--- src/rtl/signed_mul_sequencer_pkg.sv ---
// Shared types and helpers for the signed multiply sequencer.
//   state_t   : sequencer FSM states
//   WDOG_W    : width of the RUN-cycle watchdog counter (TIMEOUT <= 255)
//   twos_neg  : two's-complement negate on a wide word; callers cast the
//               result down to their own width, so any W <= NEG_W works.
package signed_mul_pkg;

  typedef enum logic [1:0] {
    IDLE = 2'd0,
    LOAD = 2'd1,
    RUN  = 2'd2,
    HOLD = 2'd3
  } state_t;

  localparam int WDOG_W = 8;
  localparam int NEG_W  = 64;

  function automatic logic [NEG_W-1:0] twos_neg(input logic [NEG_W-1:0] v);
    return ~v + NEG_W'(1);
  endfunction

endpackage

--- src/rtl/signed_mul_sequencer_if.sv ---
// Bundle of the sequencer's operand stream, product stream and the
// control/data lines toward the unsigned shift-add multiplier.
//   slave  : the sequencer's view
//   master : the environment's view (host side plus multiplier side)
interface signed_mul_sequencer_if #(
  parameter int N = 11,
  parameter int M = 12
);
  logic             in_valid;
  logic             in_ready;
  logic [N-1:0]     a;
  logic [M-1:0]     b;
  logic             out_valid;
  logic             out_ready;
  logic [N+M-1:0]   p;
  logic             err;
  logic             m_reset;
  logic             m_mul;
  logic [N-1:0]     m_x;
  logic [M-1:0]     m_y;
  logic [N+M-1:0]   m_z;
  logic             m_done;

  modport slave (
    input  in_valid, a, b, out_ready, m_z, m_done,
    output in_ready, out_valid, p, err, m_reset, m_mul, m_x, m_y
  );

  modport master (
    output in_valid, a, b, out_ready, m_z, m_done,
    input  in_ready, out_valid, p, err, m_reset, m_mul, m_x, m_y
  );
endinterface

--- src/rtl/signed_mul_sequencer_twos_abs.sv ---
// Two's-complement magnitude of a W-bit signed value.
//   i_val  : signed input
//   o_mag  : |i_val| as W-bit unsigned (the most negative value maps to
//            2^(W-1), which still fits unsigned W bits)
//   o_sign : sign bit of i_val
module twos_abs
  import signed_mul_pkg::*;
#(
  parameter int W = 8
) (
  input  logic [W-1:0] i_val,
  output logic [W-1:0] o_mag,
  output logic         o_sign
);

  logic [W-1:0] w_neg;

  assign w_neg  = W'(twos_neg(NEG_W'(i_val)));
  assign o_sign = i_val[W-1];
  assign o_mag  = o_sign ? w_neg : i_val;

endmodule

--- src/rtl/signed_mul_sequencer.sv ---
// Signed front/back end for the unsigned shift-add multiplier.
// Takes signed a/b over valid/ready, hands magnitudes to the multiplier,
// waits for done, re-applies the sign and returns p over valid/ready.
// A watchdog aborts a RUN that never sees done and pulses err.
//   clk, reset : clock and asynchronous active-high reset
//   bus        : operand/product streams and multiplier control (slave)
// All outputs on bus are registered.
module signed_mul_sequencer
  import signed_mul_pkg::*;
#(
  parameter int N       = 11,
  parameter int M       = 12,
  parameter int TIMEOUT = 63
) (
  input  logic                   clk,
  input  logic                   reset,
  signed_mul_sequencer_if.slave  bus
);

  localparam int P_W = N + M;
  localparam logic [WDOG_W-1:0] TIMEOUT_W = WDOG_W'(TIMEOUT);

  state_t            r_state;
  state_t            w_state_nxt;
  logic              r_in_ready, w_in_ready_nxt;
  logic              r_out_valid, w_out_valid_nxt;
  logic [P_W-1:0]    r_p, w_p_nxt;
  logic              r_err, w_err_nxt;
  logic              r_m_reset, w_m_reset_nxt;
  logic              r_m_mul, w_m_mul_nxt;
  logic [N-1:0]      r_m_x, w_m_x_nxt;
  logic [M-1:0]      r_m_y, w_m_y_nxt;
  logic              r_neg, w_neg_nxt;
  logic [WDOG_W-1:0] r_wdog, w_wdog_nxt;

  logic [N-1:0]      w_mag_a;
  logic [M-1:0]      w_mag_b;
  logic              w_sign_a;
  logic              w_sign_b;
  logic [P_W-1:0]    w_z_neg;
  logic [WDOG_W-1:0] w_wdog_inc;

  twos_abs #(.W(N)) u_abs_a (
    .i_val  (bus.a),
    .o_mag  (w_mag_a),
    .o_sign (w_sign_a)
  );

  twos_abs #(.W(M)) u_abs_b (
    .i_val  (bus.b),
    .o_mag  (w_mag_b),
    .o_sign (w_sign_b)
  );

  // Negating zero wraps back to zero, so neg=1 with z=0 still yields 0.
  assign w_z_neg    = P_W'(twos_neg(NEG_W'(bus.m_z)));
  assign w_wdog_inc = r_wdog + WDOG_W'(1);

  always_ff @(posedge clk or posedge reset) begin
    if (reset) begin
      r_state <= IDLE;
    end else begin
      r_state <= w_state_nxt;
    end
  end

  always_comb begin
    w_state_nxt     = r_state;
    w_in_ready_nxt  = r_in_ready;
    w_out_valid_nxt = r_out_valid;
    w_p_nxt         = r_p;
    w_err_nxt       = 1'b0;
    w_m_reset_nxt   = r_m_reset;
    w_m_mul_nxt     = r_m_mul;
    w_m_x_nxt       = r_m_x;
    w_m_y_nxt       = r_m_y;
    w_neg_nxt       = r_neg;
    w_wdog_nxt      = r_wdog;

    case (r_state)
      IDLE: begin
        if (bus.in_valid && r_in_ready) begin
          w_m_x_nxt      = w_mag_a;
          w_m_y_nxt      = w_mag_b;
          w_neg_nxt      = w_sign_a ^ w_sign_b;
          w_in_ready_nxt = 1'b0;
          // Releasing the multiplier reset here gives it its load cycle
          // in LOAD with mul still low.
          w_m_reset_nxt  = 1'b0;
          w_wdog_nxt     = '0;
          w_state_nxt    = LOAD;
        end
      end

      LOAD: begin
        w_m_mul_nxt = 1'b1;
        w_state_nxt = RUN;
      end

      RUN: begin
        w_wdog_nxt = w_wdog_inc;
        if (bus.m_done) begin
          w_p_nxt         = r_neg ? w_z_neg : bus.m_z;
          w_out_valid_nxt = 1'b1;
          w_m_mul_nxt     = 1'b0;
          w_state_nxt     = HOLD;
        end else if (w_wdog_inc == TIMEOUT_W) begin
          w_err_nxt      = 1'b1;
          w_m_reset_nxt  = 1'b1;
          w_m_mul_nxt    = 1'b0;
          w_in_ready_nxt = 1'b1;
          w_wdog_nxt     = '0;
          w_state_nxt    = IDLE;
        end
      end

      HOLD: begin
        if (bus.out_ready) begin
          w_out_valid_nxt = 1'b0;
          // Resetting the multiplier clears its done before the next LOAD.
          w_m_reset_nxt   = 1'b1;
          w_in_ready_nxt  = 1'b1;
          w_state_nxt     = IDLE;
        end
      end

      default: begin
        w_state_nxt = IDLE;
      end
    endcase
  end

  always_ff @(posedge clk or posedge reset) begin
    if (reset) begin
      r_in_ready  <= 1'b1;
      r_out_valid <= 1'b0;
      r_p         <= '0;
      r_err       <= 1'b0;
      r_m_reset   <= 1'b1;
      r_m_mul     <= 1'b0;
      r_m_x       <= '0;
      r_m_y       <= '0;
      r_neg       <= 1'b0;
      r_wdog      <= '0;
    end else begin
      r_in_ready  <= w_in_ready_nxt;
      r_out_valid <= w_out_valid_nxt;
      r_p         <= w_p_nxt;
      r_err       <= w_err_nxt;
      r_m_reset   <= w_m_reset_nxt;
      r_m_mul     <= w_m_mul_nxt;
      r_m_x       <= w_m_x_nxt;
      r_m_y       <= w_m_y_nxt;
      r_neg       <= w_neg_nxt;
      r_wdog      <= w_wdog_nxt;
    end
  end

  assign bus.in_ready  = r_in_ready;
  assign bus.out_valid = r_out_valid;
  assign bus.p         = r_p;
  assign bus.err       = r_err;
  assign bus.m_reset   = r_m_reset;
  assign bus.m_mul     = r_m_mul;
  assign bus.m_x       = r_m_x;
  assign bus.m_y       = r_m_y;

endmodule

--- src/flat_wrapper.sv ---
// flat-port wrapper written by rule: the top's interface ports become plain ports
module signed_mul_sequencer_flat import signed_mul_pkg::*;
#(
  parameter int N       = 11,
  parameter int M       = 12,
  parameter int TIMEOUT = 63
)
  (clk, reset, bus_in_valid, bus_a, bus_b, bus_out_ready, bus_m_z, bus_m_done, bus_in_ready, bus_out_valid, bus_p, bus_err, bus_m_reset, bus_m_mul, bus_m_x, bus_m_y);
  signed_mul_sequencer_if #(.N(N), .M(M)) bus_i ();
  input  logic clk;
  input  logic reset;
  input wire logic [$bits(bus_i.in_valid)-1:0] bus_in_valid;
  input wire logic [$bits(bus_i.a)-1:0] bus_a;
  input wire logic [$bits(bus_i.b)-1:0] bus_b;
  input wire logic [$bits(bus_i.out_ready)-1:0] bus_out_ready;
  input wire logic [$bits(bus_i.m_z)-1:0] bus_m_z;
  input wire logic [$bits(bus_i.m_done)-1:0] bus_m_done;
  output wire logic [$bits(bus_i.in_ready)-1:0] bus_in_ready;
  output wire logic [$bits(bus_i.out_valid)-1:0] bus_out_valid;
  output wire logic [$bits(bus_i.p)-1:0] bus_p;
  output wire logic [$bits(bus_i.err)-1:0] bus_err;
  output wire logic [$bits(bus_i.m_reset)-1:0] bus_m_reset;
  output wire logic [$bits(bus_i.m_mul)-1:0] bus_m_mul;
  output wire logic [$bits(bus_i.m_x)-1:0] bus_m_x;
  output wire logic [$bits(bus_i.m_y)-1:0] bus_m_y;
  assign bus_i.in_valid = bus_in_valid;
  assign bus_i.a = bus_a;
  assign bus_i.b = bus_b;
  assign bus_i.out_ready = bus_out_ready;
  assign bus_i.m_z = bus_m_z;
  assign bus_i.m_done = bus_m_done;
  assign bus_in_ready = bus_i.in_ready;
  assign bus_out_valid = bus_i.out_valid;
  assign bus_p = bus_i.p;
  assign bus_err = bus_i.err;
  assign bus_m_reset = bus_i.m_reset;
  assign bus_m_mul = bus_i.m_mul;
  assign bus_m_x = bus_i.m_x;
  assign bus_m_y = bus_i.m_y;
  signed_mul_sequencer #(.N(N), .M(M), .TIMEOUT(TIMEOUT)) u_core (.clk(clk), .reset(reset), .bus(bus_i));
endmodule
--- config.mk ---
export PLATFORM = sky130hd
export DESIGN_NAME = signed_mul_sequencer_flat
export DESIGN_NICKNAME = d
export VERILOG_FILES = /design/src/rtl/signed_mul_sequencer_pkg.sv /design/src/rtl/signed_mul_sequencer_if.sv /design/src/rtl/signed_mul_sequencer_twos_abs.sv /design/src/rtl/signed_mul_sequencer.sv /design/src/flat_wrapper.sv
export SDC_FILE = /design/constraint.sdc
export NUM_CORES = 1
export LEC_CHECK = 0
export CAP_MARGIN = 30
export CORE_UTILIZATION = 45
export CTS_BUF_LIST = sky130_fd_sc_hd__clkbuf_8
export DETAILED_ROUTE_END_ITERATION = 8
export PLACE_DENSITY = 0.88
export SYNTH_ARGS = -nofsm -noshare
export SYNTH_HDL_FRONTEND = slang
export SYNTH_SLANG_ARGS = --single-unit
export TNS_END_PERCENT = 100
--- constraint.sdc ---
create_clock -name clk -period 2 [get_ports clk]
set_clock_uncertainty 0.15 [all_clocks]
set_input_delay 0.4 -clock clk [delete_from_list [all_inputs] [get_ports clk]]
set_output_delay 0.4 -clock clk [all_outputs]
set_load 0.03 [all_outputs]
**Yosys cells after proc, flatten, opt, wreduce, memory -nomap -nowiden**

Cells that the tools add are included.

- Register bits: 61
- Output and inout bits: 51
- Logic and storage cells: 67

- Bitwise logic cells: 4
- Reductions and logical operators: 13
- Muxes and demuxes: 26
- Eq/ne operators: 10
- $add $sub $neg: 4

Operator list:

| cell | count |
|---|---|
| $mux 8 | 3 |
| $add 23x1->23 const B | 1 |
| $mux 23 | 1 |
| $not 23->23 | 1 |
| $pmux 8 s2 | 1 |
| $add 12x1->12 const B | 1 |
| $mux 12 | 1 |
| $not 12->12 | 1 |
| $add 11x1->11 const B | 1 |
| $mux 1 | 11 |
| $mux 11 | 1 |
| $not 11->11 | 1 |
| $add 8x1->8 const B | 1 |
| $eq 8x6->1 const B | 1 |
| $mux 2 | 4 |
| $pmux 2 s4 | 1 |
| $reduce_and 2->1 | 4 |
| $ne 2x2->1 const B | 3 |
| $reduce_and 3->1 | 2 |
| $reduce_bool 2->1 | 3 |
| $reduce_and 5->1 | 1 |
| $eq 2x2->1 const B | 2 |
| $ne 2x1->1 const B | 2 |
| $pmux 1 s2 | 2 |
| 7 further kinds | 7 |

**Depth between registers and ports, before layout**

- Word-level depth: 5
- Mapped depth: 7

**Hierarchy**

A second synthesis with hierarchy kept.

- Cell total of the unflattened synthesis: 355
- Area, all modules: 3483.3 um^2

By module, submodules not included:

| module | cells an instance | area each (um^2) | sequential area each (um^2) | instances |
|---|---|---|---|---|
| signed_mul_sequencer | 287 | 2970.3 | 1527.7 | 1 |
| twos_abs at u_core.u_abs_b | 35 | 271.5 | 0.0 | 1 |
| twos_abs at u_core.u_abs_a | 33 | 241.5 | 0.0 | 1 |

**Worst setup path before layout**

Ideal clock, no wire load.

- Path kind: input port to flip-flop
- From: in bus_m_z[9]
- To: reg u_core.r_p[22] (netlist: u_core.bus.p[22])
- Stages: 6
- Data required time: 1.720 ns
- Path slack: -0.220 ns
- Arrival time: 1.940 ns
- Path buffers: 1
- Path through: or4_4 > or3_1 > buf_6 > o41ai_4 > xor2_1 > o21ai_1

- Cells in the longest elaborated chain, start to end: 3

Ends and longest elaborated chain:

| element | RTL line | text |
|---|---|---|
| start: declaration | flat_wrapper.sv:16 | `input wire logic [$bits(bus_i.m_z)-1:0] bus_m_z;` |
| $not 23->23 | signed_mul_sequencer_pkg.sv:19 | `return ~v + NEG_W'(1);` |
| $add 23x1->23 | signed_mul_sequencer_pkg.sv:19 |  |
| $mux 23 | signed_mul_sequencer.sv:103 | `w_p_nxt = r_neg ? w_z_neg : bus.m_z;` |
| end signal: assignment | signed_mul_sequencer.sv:148 | `r_p <= w_p_nxt;` |
| end: declaration | signed_mul_sequencer.sv:27 | `logic [P_W-1:0] r_p, w_p_nxt;` |

No other way between the ends.
A chain may end at the register's enable or synchronous reset.

**Worst setup path after layout**

- From: in bus_m_z[6]
- To: reg u_core.r_p[18] (netlist: u_core.bus.p[18])

Same word-level chain as after synthesis.

==> metrics.txt <==
FF+latch area=approximately 1500 um2; Placement Setup Slack=-0.8692 ns; layout overhead on the synthesized area=61.70%; cell taking the most area after synthesis=dfrtp_1; VDD IR max=slightly below 0.8 mV; pwr/cell area=1284 nW/um2; largest net degree at the start of global routing=47; initial antenna violation count=0; DRC Markers=0; RePlAce Congestion=0.8775; syn_nets=450; CTS Hold Bufs=0; Seq/Total Area, Yosys=between 40% and 50%; critical path data arrival time=about 2.1 ns; Clock Latency Late Sink=between 0.3 and 0.4 ns; Antenna Nets Post-Route=0; Top-Level Pins=102; Initial DRC Count=between 100 and 150; CP max FO=5; final WL=roughly 10000 um; Routed WL per cell=approximately 15 um; synth unique cells=50; Hold WC Path Type=input pin to register; Port Buffers=roughly 100; CP Class=input pin to register; synthesized flop and latch total=61; mean post-synth cell area=about 9 um2; Die Y-Extent=just over 90 um; Root Buffer Master=clkbuf_8; max_slew headroom=70.65%; setup tns final=-0.02515 ns; cts bufs inserted=9; FFs w/ async S/R, synth=100.0%; failing checks=negative setup slack; Post-synth EDFFs=0; crit end category=register; Leak=2.604 nW; multi-input logic area=2079 um2; top cells by area, synth=dfrtp_1 43%, o21ai_0 8.2%, nand2_1 8.2%; vias in the first global route=~3600; Data required, critical path=about 2.1 ns; gr usage total=between 20 and 30%; fin worst setup slack=-0.02515 ns; TritonCTS clock tree=yes; max capacitance violation total=0; clock buffer depth=2; die area=around 8000 um2; Final setup viols=1; synthesis warning total=0; outcome=complete, but fails checks; H-tree depth=3; Sinks on Clock Net=around 60; Max Freq=493.8 MHz; drt pass-1 iters=4; nets=roughly 620; # diodes=0; Cell Area, Synth=between 3000 and 4000 um2; max-slew violation count=0; Final Hold Fails=0; row count=31; DR vias/cell=about 5.2; Final min period=between 2 and 2.5 ns; period utilization=101.3%; Fillers=approximately 480; Setup crit start kind=input pin; Worst-path clk slew=about 0.080 ns; Mapped Cells=390; Main synth FF type=dfrtp_1; vias after detailed routing=3486; Worst-Margin Slew=about 0.44 ns; global-route wire length before repair=16530 um; GRT overflow=0; RSZ-0062 raised after global routing=yes; core area=7408 um2; share of layout cells above drive strength 1=between 20% and 30%; Yosys top cell area share=42.55%; half-perimeter wire length after placement=~7100 um; initial core utilization=around 48%; R2R Setup Slk=~0.030 ns; chip width=~90 um
## worst paths after layout
path                                         startpoint                             end  cells after the start
hold / removal                                 bus_a[0]   u_core.bus.m_x[0]$_DFFE_PP0P_                      3
max in group asynchronous                         reset  u_core.bus.m_y[11]$_DFFE_PP0P_                      3
hold reg to reg            u_core.bus.p[11]$_DFFE_PP0P_    u_core.bus.p[11]$_DFFE_PP0P_                      2
setup reg to reg           u_core.r_wdog[1]$_DFFE_PP0P_    u_core.bus.m_mul$_DFFE_PP0P_                      5
min in group asynchronous                         reset   u_core.bus.m_y[0]$_DFFE_PP0P_                      2
setup / recovery                             bus_m_z[6]    u_core.bus.p[18]$_DFFE_PP0P_                      7
## layout by cell type, fill, tap and decap left out, drive strengths merged, types with 2 or more instances in the layout
master         synthesis  layout
mux2i                  5       5
a21oi                  3       3
a21boi                 2       2
nor3                   5       5
inv                   15      15
dfrtp                 60      60
o31ai                 15      15
xor2                  33      33
buf                    3      88
nand3                  3       3
dlygate4sd2            0       6
nor2b                  6       6
bufinv                 0       3
nand2b                 4       4
nor2                   9       9
o211ai                 4       4
nand3b                 3       3
dlymetal6s2s           0      12
nand2                 77      77
or3                   12      12
o41ai                  6       6
a211oi                 2       2
ha                     9       9
or4                    5       5
clkdlybuf4s50          0      73
o21ai                 61      61
xnor2                  7       7
nor3b                  4       4
clkbuf                17      11
nor4                   3       3
or2                    2       2
clkinv                 0       2
## per-layer routing
layer	up-vias	track usage (%)	routed length, um
met5	-	0	0
met4	0	12.10	327
met3	29	8.081	644
met2	117	42.11	4805
met1	1636	28.76	3955
li1	1704	-	-
## flip-flops by register name (all words and copies together) (netlist names)
register              flops
u_core.bus.err            1
u_core.r_state            2
u_core.bus.m_mul          1
u_core.r_wdog             8
u_core.r_neg              1
u_core.bus.m_y           12
u_core.bus.m_reset        1
u_core.bus.out_valid      1
u_core.bus.p             23
u_core.bus.m_x           11
## logic make-up (layout without fill, tap and decap cells)
logic type	count (synthesis)	after routing	share of synthesized area [%]
buffers and inverters	35	212	4.042
adders and majority gates	9	9	3.192
AOI/OAI and AO/OA	103	103	19.36
and+or+nand+nor	136	136	18.44
DFF	61	61	43.30
muxes	6	6	1.738
xor gates and xnor gates	40	40	9.929
## Yosys cell counts, types with 2 or more instances
master,number
nor3b_1,4
inv_1,15
or3_1,12
nand2_1,77
nor2_1,9
nand3_1,3
o211ai_1,4
a211oi_1,2
nor3_1,5
xnor2_1,7
o21ai_1,3
o41ai_4,2
nor2b_1,6
o21ai_0,58
a21oi_1,3
nand3b_1,3
o31ai_1,15
nor4_1,3
ha_1,9
or4_4,2
nand2b_1,4
dfrtp_1,60
or4_1,3
xor2_1,33
mux2i_1,5
clkbuf_1,17
o41ai_1,3
## power by group
part	switching, mW	total (mW)	internal, mW
clock network	0.512	1.37	0.862
logic	2.19	3.90	1.71
registers	0.318	2.05	1.73
## critical path: stages
cell and delay (ns):
buf_2 0.11, or4_4 0.55, or3_4 0.36, buf_6 0.16
o31ai_4 0.22, xor2_1 0.19, o21ai_0 0.10
## repair_timing
| item | CTS | global route |
|---|---|---|
| gates resized for setup | 69 | 35 |
| cloned | 1 | 0 |
| setup buffers | 8 | 4 |
| setup endpoints to repair | 29 | 41 |
| endpoints found under the hold margin | 0 | 0 |
| pin swaps | 24 | 12 |
## stage by stage
step	hold slack [ns]	instance area (um2)	instances	utilization (%)	total power, mW
after floorplan	0.3332	3597	390	-	4.177
after global placement	0.3106	5172	637	69.82	5.627
after detailed placement	0.3201	5172	637	69.82	5.775
after CTS	0.2397	5572	662	75.21	7.274
after global routing	0.2224	5705	666	77.01	7.820
final	0.2024	5705	666	77.01	7.327
## layout make-up
class	instances	share of cell area [%]
flip-flops and latches	61	26.80
inverters	15	1.360
clock inverters	6	1.908
clock buffers	10	2.412
well taps	99	2.171
multi-input cells	294	36.45
repair buffers	181	28.90
Power figures use the tool's default switching activity.
